### config.mk
export PLATFORM = sky130hd
export DESIGN_NAME = uart_block_bridge
export DESIGN_NICKNAME = d
export VERILOG_FILES = /design/src/rtl/uart_block_bridge.sv
export SDC_FILE = /design/constraint.sdc
export NUM_CORES = 1
export LEC_CHECK = 0
export ABC_AREA = 1
export ABC_CLOCK_PERIOD_IN_PS = 5100
export CORE_MARGIN = 2
export CORE_UTILIZATION = 48
export CTS_BUF_LIST = sky130_fd_sc_hd__clkbuf_8
export CTS_CLUSTER_DIAMETER = 40
export DETAILED_ROUTE_END_ITERATION = 7
export GPL_ROUTABILITY_DRIVEN = 0
export HOLD_SLACK_MARGIN = 0.15
export PLACE_DENSITY = 0.88
export SLEW_MARGIN = 30
export SYNTH_ARGS = -nofsm -noshare
export SYNTH_HDL_FRONTEND = slang
export SYNTH_SLANG_ARGS = --single-unit
### constraint.sdc
create_clock -name clk -period 5.1 [get_ports clk]
set_input_delay 0.765 -clock clk [delete_from_list [all_inputs] [get_ports clk]]
set_output_delay 0.765 -clock clk [all_outputs]
set_load 0.01 [all_outputs]
### src/rtl/uart_block_bridge.sv
// Byte/block bridge: gathers UART bytes into cipher-width blocks (with pad count)
// and scatters returned blocks back into bytes, dropping trailing pad lanes.
module uart_block_bridge #(
    parameter int         BLOCK_BYTES = 12,
    parameter bit         MSB_FIRST   = 1'b1,
    parameter int         TIMEOUT     = 0,
    parameter logic [7:0] PAD_BYTE    = 8'h00,
    parameter int         PW          = $clog2(BLOCK_BYTES + 1)
) (
    input  logic                       clk,
    input  logic                       rst,
    input  logic                       flush,
    input  logic [7:0]                 s_byte_tdata,
    input  logic                       s_byte_tvalid,
    output logic                       s_byte_tready,
    output logic [8*BLOCK_BYTES-1:0]   m_blk_tdata,
    output logic                       m_blk_tvalid,
    input  logic                       m_blk_tready,
    output logic [PW-1:0]              m_blk_tuser,
    input  logic [8*BLOCK_BYTES-1:0]   s_blk_tdata,
    input  logic                       s_blk_tvalid,
    output logic                       s_blk_tready,
    input  logic [PW-1:0]              s_blk_tuser,
    output logic [7:0]                 m_byte_tdata,
    output logic                       m_byte_tvalid,
    input  logic                       m_byte_tready
);
    localparam int            BW       = 8 * BLOCK_BYTES;
    localparam int            TW       = $clog2(TIMEOUT + 2);
    localparam logic [PW-1:0] NBYTES   = PW'(BLOCK_BYTES);
    localparam logic [PW-1:0] LAST_IDX = PW'(BLOCK_BYTES - 1);

    typedef enum logic { G_FILL, G_HOLD } gstate_t;
    typedef enum logic { S_IDLE, S_SEND } sstate_t;

    // ---------------- gather path ----------------
    gstate_t         r_gstate, w_gstate_next;
    logic [PW-1:0]   r_idx, w_idx_next, w_idx_eff;
    logic [PW-1:0]   r_pad, w_pad_next;
    logic [TW-1:0]   r_idle, w_idle_next;
    logic            w_accept, w_close, w_expire;

    assign w_accept  = (r_gstate == G_FILL) && s_byte_tvalid;
    // Lane count after this cycle's byte lands; padding starts from here.
    assign w_idx_eff = r_idx + PW'(w_accept);
    assign w_expire  = (TIMEOUT != 0) && (r_gstate == G_FILL) && (r_idx != '0)
                       && !w_accept && (r_idle == TW'(TIMEOUT - 1));

    always_comb begin
        w_gstate_next = r_gstate;
        w_idx_next    = r_idx;
        w_pad_next    = r_pad;
        w_idle_next   = r_idle;
        w_close       = 1'b0;
        case (r_gstate)
            G_FILL: begin
                w_close = (w_accept && (r_idx == LAST_IDX))
                          || ((flush || w_expire) && (w_idx_eff != '0));
                if (w_close) begin
                    w_gstate_next = G_HOLD;
                    w_pad_next    = NBYTES - w_idx_eff;
                    w_idx_next    = w_idx_eff;
                    w_idle_next   = '0;
                end else if (w_accept) begin
                    w_idx_next  = w_idx_eff;
                    w_idle_next = '0;
                end else if (r_idx != '0) begin
                    w_idle_next = r_idle + TW'(1);
                end
            end
            G_HOLD: begin
                if (m_blk_tready) begin
                    w_gstate_next = G_FILL;
                    w_idx_next    = '0;
                    w_idle_next   = '0;
                end
            end
            default: w_gstate_next = G_FILL;
        endcase
    end

    always_ff @(posedge clk) begin
        if (rst) begin
            r_gstate <= G_FILL;
            r_idx    <= '0;
            r_pad    <= '0;
            r_idle   <= '0;
        end else begin
            r_gstate <= w_gstate_next;
            r_idx    <= w_idx_next;
            r_pad    <= w_pad_next;
            r_idle   <= w_idle_next;
        end
    end

    // One register per lane; lane gi is stream byte gi of the block.
    for (genvar gi = 0; gi < BLOCK_BYTES; gi++) begin : g_lane
        logic [7:0] r_lane;
        logic [7:0] w_lane_next;

        always_comb begin
            w_lane_next = r_lane;
            if (w_accept && (r_idx == PW'(gi)))
                w_lane_next = s_byte_tdata;
            else if (w_close && (PW'(gi) >= w_idx_eff))
                w_lane_next = PAD_BYTE;
        end

        always_ff @(posedge clk) begin
            if (rst) r_lane <= '0;
            else     r_lane <= w_lane_next;
        end

        if (MSB_FIRST) begin : g_msb
            assign m_blk_tdata[8*(BLOCK_BYTES-1-gi) +: 8] = r_lane;
        end else begin : g_lsb
            assign m_blk_tdata[8*gi +: 8] = r_lane;
        end
    end

    assign s_byte_tready = (r_gstate == G_FILL);
    assign m_blk_tvalid  = (r_gstate == G_HOLD);
    assign m_blk_tuser   = r_pad;

    // ---------------- scatter path ----------------
    sstate_t         r_sstate, w_sstate_next;
    logic [BW-1:0]   r_shift, w_shift_next;
    logic [PW-1:0]   r_count, w_count_next;

    always_comb begin
        w_sstate_next = r_sstate;
        w_shift_next  = r_shift;
        w_count_next  = r_count;
        case (r_sstate)
            S_IDLE: begin
                // A block that is all padding is consumed without output.
                if (s_blk_tvalid && (s_blk_tuser < NBYTES)) begin
                    w_sstate_next = S_SEND;
                    w_shift_next  = s_blk_tdata;
                    w_count_next  = NBYTES - s_blk_tuser;
                end
            end
            S_SEND: begin
                if (m_byte_tready) begin
                    w_shift_next = MSB_FIRST ? (r_shift << 8) : (r_shift >> 8);
                    w_count_next = r_count - PW'(1);
                    if (r_count == PW'(1)) w_sstate_next = S_IDLE;
                end
            end
            default: w_sstate_next = S_IDLE;
        endcase
    end

    always_ff @(posedge clk) begin
        if (rst) begin
            r_sstate <= S_IDLE;
            r_shift  <= '0;
            r_count  <= '0;
        end else begin
            r_sstate <= w_sstate_next;
            r_shift  <= w_shift_next;
            r_count  <= w_count_next;
        end
    end

    assign s_blk_tready  = (r_sstate == S_IDLE);
    assign m_byte_tvalid = (r_sstate == S_SEND);
    assign m_byte_tdata  = MSB_FIRST ? r_shift[BW-1 -: 8] : r_shift[7:0];

endmodule
Word-level counts from Yosys, hierarchy flattened
Index checks and enable logic that the tools add are counted.
Word-level totals
  bits in registers: 206
  input bits: 115
  output and inout bits: 112
  logic and storage cells: 140
Operators by class
  add/subtract/negate cells: 4
  order comparisons: 13
  equal/unequal tests: 16
  mux-type cells: 42
  bitwise logic cells: 2
  reduce and logical (&&, ||, !) cells: 45
Operators by type and width (number)
  two-way mux 8 bit: 24
  two-way mux 96 bit: 2
  case mux 96 bit (2 select lines): 1
  logical AND 1 bit: 27
  nonzero test 2 bit: 12
  two-way mux 4 bit: 5
  equality test 4 x 3 -> 1 bit, second input constant: 4
  equality test 4 bit, second input constant: 4
  >= comparator 3 x 4 -> 1 bit, first input constant: 4
  >= comparator 4 bit, first input constant: 4
  case mux 4 bit (2 select lines): 2
  equality test 4 x 1 -> 1 bit, second input constant: 2
  equality test 4 x 2 -> 1 bit, second input constant: 2
  >= comparator 1 x 4 -> 1 bit, first input constant: 2
  >= comparator 2 x 4 -> 1 bit, first input constant: 2
  subtractor 4 bit, first input constant: 2
  two-way mux 1 bit: 6
  AND reduction 2 bit: 3
  adder 4 x 1 -> 4 bit: 1
  logical NOT 4 bit: 1
  less-than comparator 4 bit, second input constant: 1
  != test 2 bit, second input constant: 2
  case mux 1 bit (2 select lines): 2
  nonzero test 4 bit: 1
  5 further kinds: 6

Logic depth before layout (Yosys ltp)
  word-level depth: 10
  mapped depth: 15
  gate-level depth less buffers: 15

Least setup slack after synthesis
OpenSTA, ideal clock, no wires.
  kind: input port to flip-flop
  start: in s_byte_tvalid
  end: reg g_lane[9].r_lane[0]
  library setup time: 0.132 ns
  data arrival time: 2.445 ns
  required time: 4.968 ns
  setup slack: 2.523 ns
  stages: 15
  path buffers: 1
  cells stage by stage: inv_2 > nor2_2 > ha_1 > ha_1 > inv_1 > ha_1 > inv_1 > nor2_4 > nand2_4 > nand2_4 > nand2_4 > buf_12 > nand3_4 > nand3_1 > a21oi_1
Between the ends
  cells in the longest elaborated chain, start to end: 8
  elaborated cells between the ends (all ways): 12
  those cells by class: 1 x add/sub; 1 x order compare; 2 x mux; 8 x reduce/logical
Ends and longest elaborated chain
  from (decl): line 14  | input logic s_byte_tvalid,
  logical AND 1 bit (*): line 43  | assign w_accept = (r_gstate == G_FILL) && s_byte_tvalid;
  adder 4 x 1 -> 4 bit: line 45  | assign w_idx_eff = r_idx + PW'(w_accept);
  nonzero test 4 bit: line 58  | || ((flush || w_expire) && (w_idx_eff != '0));
  logical AND 1 bit: line 58
  logical OR 1 bit: line 58
  two-way mux 1 bit: line 55  | case (r_gstate)
  logical AND 1 bit: line 105  | else if (w_close && (PW'(gi) >= w_idx_eff))
  nonzero test 2 bit (no source line)
  to (signal assigned): line 111  | else r_lane <= w_lane_next;
  to (decl): line 98  | logic [7:0] r_lane;
Every way passes the cells marked *; elsewhere a longest branch is shown, timed or not.
A chain may end at the register's enable or synchronous reset.

Worst setup path in the final report
  start: reg r_sstate (netlist: m_byte_tvalid)
  end: out m_byte_tvalid
RTL lines
  from (decl): line 126  | sstate_t r_sstate, w_sstate_next;
  from (signal assigned): line 160  | r_sstate <= w_sstate_next;
  to (decl): line 25  | output logic m_byte_tvalid,
No word-level cell between the ends.

==> summary.txt <==
Status
  • Outcome: finished clean

CTS
  • Clock transition at path regs: 60 ps
  • CTS tree: yes
  • Clk sinks: 206
  • Root buffer cell: clkbuf_8
  • Worst-Skew Late Latency: 510 ps
  • H-tree lvl count: 2
  • Max clock buf depth: 3
  • Hold_buf cts: 0
  • Post-CTS Setup Bufs: 0
  • Total CTS buffers: 35
  • Post-CTS sizing: 0

Logic synthesis
  • Post-synth EDFFs: 0
  • Synth Register Bits: 206
  • Top cells by area in the synthesized netlist: dfxtp_1, nand2_1, a31oi_1, a21oi_1, nand3_1
  • Yosys warnings: 0
  • Sequential area share after synthesis: 47.7%
  • Distinct cells, synth: 33
  • Ys flop type: dfxtp_1
  • Top-area cell type share of the netlist area: 47.7%
  • Synth Instances: 1127
  • Top-count cell post-synth: nand2_1
  • Area leader, netlist: dfxtp_1
  • Synthesized Nets: 1250
  • Synth Area per Inst: 7.67 um2
  • Post-Syn Area: 8640 um2
  • List of most frequent post-synthesis cells: nand2_1, dfxtp_1, a21oi_1
  • Asr flop ratio synth: 0%

Route
  • Starting DRT DRC Count: 877
  • Detailed-route via count: 8728
  • First drt pass iteration count: 5
  • Drt drc: 0
  • Routed WL: 24700 um
  • Avg WL per Cell: 15.8 um
  • DR vias/cell: 5.59
  • Antenna viol nets, final: 0

Global routing
  • Vias in the first global route: 8040
  • First-pass GRT wire length: 39400 um
  • Largest net degree at the start of global routing: 112
  • Overall fraction of global-route tracks in use: 24.6%
  • Grt ovf: 0
  • Initial antenna violation count: 0

STA
  • Final Skew: 11.1 ps
  • Slew HR: 36.6%
  • Setup slack after layout: 2040 ps
  • WHS: 459 ps
  • RSZ-0062 raised after global routing: no
  • Fin. Hold Viols: 0
  • Minimum clock period: 3060 ps
  • Final max-slew violation count: 0
  • Setup-failing EPs final: 0
  • F_max: 327 MHz
  • Post-route setup TNS: 0 ps
  • Slew of the pin with the lowest slew margin: 951 ps
  • Fin crit share: 60.0%

Floorplan
  • Row Count: 49
  • Die area: 19100 um2
  • Std-Cell Core Area: 17800 um2
  • Die Wd: 138 um
  • Die extent in y: 138 um
  • # IOs: 227
  • Initial Utilization: 48.4%

Power and ir drop
  • Max IR drop VDD: 0.208 mV
  • PwrDens: 335 nW/um2
  • P_leak: 4.17 nW
  • Overall Power: 0.00387 W

Finish
  • NumNets Final: 1434
  • Final Util: 64.7%
  • Layout cells sized above 1: 8.18%
  • Layout Area Growth over Synthesis: 33.6%
  • Ant. Diodes: 0

Critical path
  • Worst Reg-to-Reg Cells: 6
  • Crit path launch type: flip-flop
  • Levels on crit path: 2
  • Setup CP Type: flip-flop to output pin
  • Worst endpoint required time: 4340 ps
  • Crit-path cells: buf_4 -> clkdlybuf4s50_1
  • Slowest-stage cell, CP: buf_4
  • Critical path's top delay family: buffers and inverters
  • Worst setup EP type: output pin
  • Critical Path AT: 2290 ps
  • Bufs and invs on worst path: 2
  • Crit Path Max Fanout: 95
  • Slowest Stage Delay on Critical Path: 730 ps

Place
  • Place WS: 1600 ps
  • IO Port Bufs: 226
  • DP HPWL: 16200 um

Min path
  • Worst Hold Class: flip-flop to flip-flop
  • Hold Crit Depth: 2

Job
  • Maxcap violations: 0
-- routing by layer --
metal / vias to the layer above / GRT usage (%) / part of all wire (%)
met5: - / 0 / 0
met2: 393 / 41.3 / 48
li1: 4197 / - / -
met3: 78 / 4.68 / 7.1
met4: 0 / 12.6 / 4.3
met1: 4060 / 30.2 / 40
-- worst reg2reg max path: stages, from the launching register on --
cell and delay, ps:
dfxtp_2 330, buf_4 730, nand2_1 220, nand2_4 580, clkinv_1 570, a211oi_1 330, a211oi_1 80
-- area by class of cell --
type                            count  area, um2
Inverter                           41        154
Tap cell                          229        287
Sequential cell                   206       4130
Timing Repair Buffer              232       2310
Clock inverter                     15       91.3
Clock buffer                       43        592
Multi-Input combinational cell    795       3980
Fill cell                        1414       6300
-- path summary, 6_finish.rpt --
| check | start | slack [ps] | to |
|---|---|---|---|
| worst max register to register | m_byte_tvalid$_SDFF_PP0_ | 2100 | r_count[1]$_SDFFE_PP0P_ |
| worst min-delay path | g_lane[0].r_lane[2]$_SDFFE_PP0P_ | 460 | g_lane[0].r_lane[2]$_SDFFE_PP0P_ |
| worst max-delay path | m_byte_tvalid$_SDFF_PP0_ | 2040 | m_byte_tvalid |
| worst min register to register | g_lane[0].r_lane[2]$_SDFFE_PP0P_ | 460 | g_lane[0].r_lane[2]$_SDFFE_PP0P_ |
-- report_power, final --
group | switching, W | total, W | leakage [nW] | internal (W)
clock | 0.000650 | 0.00146 | 0.392 | 0.000808
sequential | 0.0000586 | 0.00178 | 1.68 | 0.00172
combinational | 0.000382 | 0.000637 | 2.10 | 0.000255
-- metrics by stage --
step / cells / cell area, um2
after floorplan: 1127 / 8640
after global placement: 1503 / 10900
final: 1561 / 11500
after CTS: 1561 / 11500
after global routing: 1561 / 11500
after detailed placement: 1503 / 10900
-- cells by family after synthesis --
family	share of synthesized area (%)
xor+xnor	0.406
simple gates	24.9
compound gates	19.6
flops	47.7
fa+ha+maj	1.16
buf+inv	6.27
-- state kept, by name, summed over array words and instances (netlist names) --
register       count
m_byte_tvalid      1
r_idx              4
r_shift           96
r_count            4
g_lane.r_lane     96
m_blk_tuser        4
m_blk_tvalid       1
-- placed cells by master (no fill, tap or decap), types with 2 or more instances in the layout --
| master | instances |
|---|---|
| nand2_1 | 317 |
| clkdlybuf4s50_1 | 225 |
| dfxtp_1 | 205 |
| a21oi_1 | 108 |
| nand3_1 | 105 |
| o21ai_0 | 102 |
| a31oi_1 | 90 |
| clkbuf_8 | 43 |
| inv_1 | 36 |
| nor2_1 | 15 |
| inv_2 | 14 |
| nor2_2 | 12 |
| nand3_4 | 9 |
| ha_1 | 8 |
| nand2_4 | 6 |
| buf_4 | 5 |
| nand2_2 | 4 |
| a21oi_2 | 4 |
| xor2_1 | 3 |
| clkinv_2 | 3 |
| nand4_1 | 2 |
| a211oi_1 | 2 |
| nor3_1 | 2 |
| buf_6 | 2 |
No activity file was read; power rests on OpenSTA's default activity.
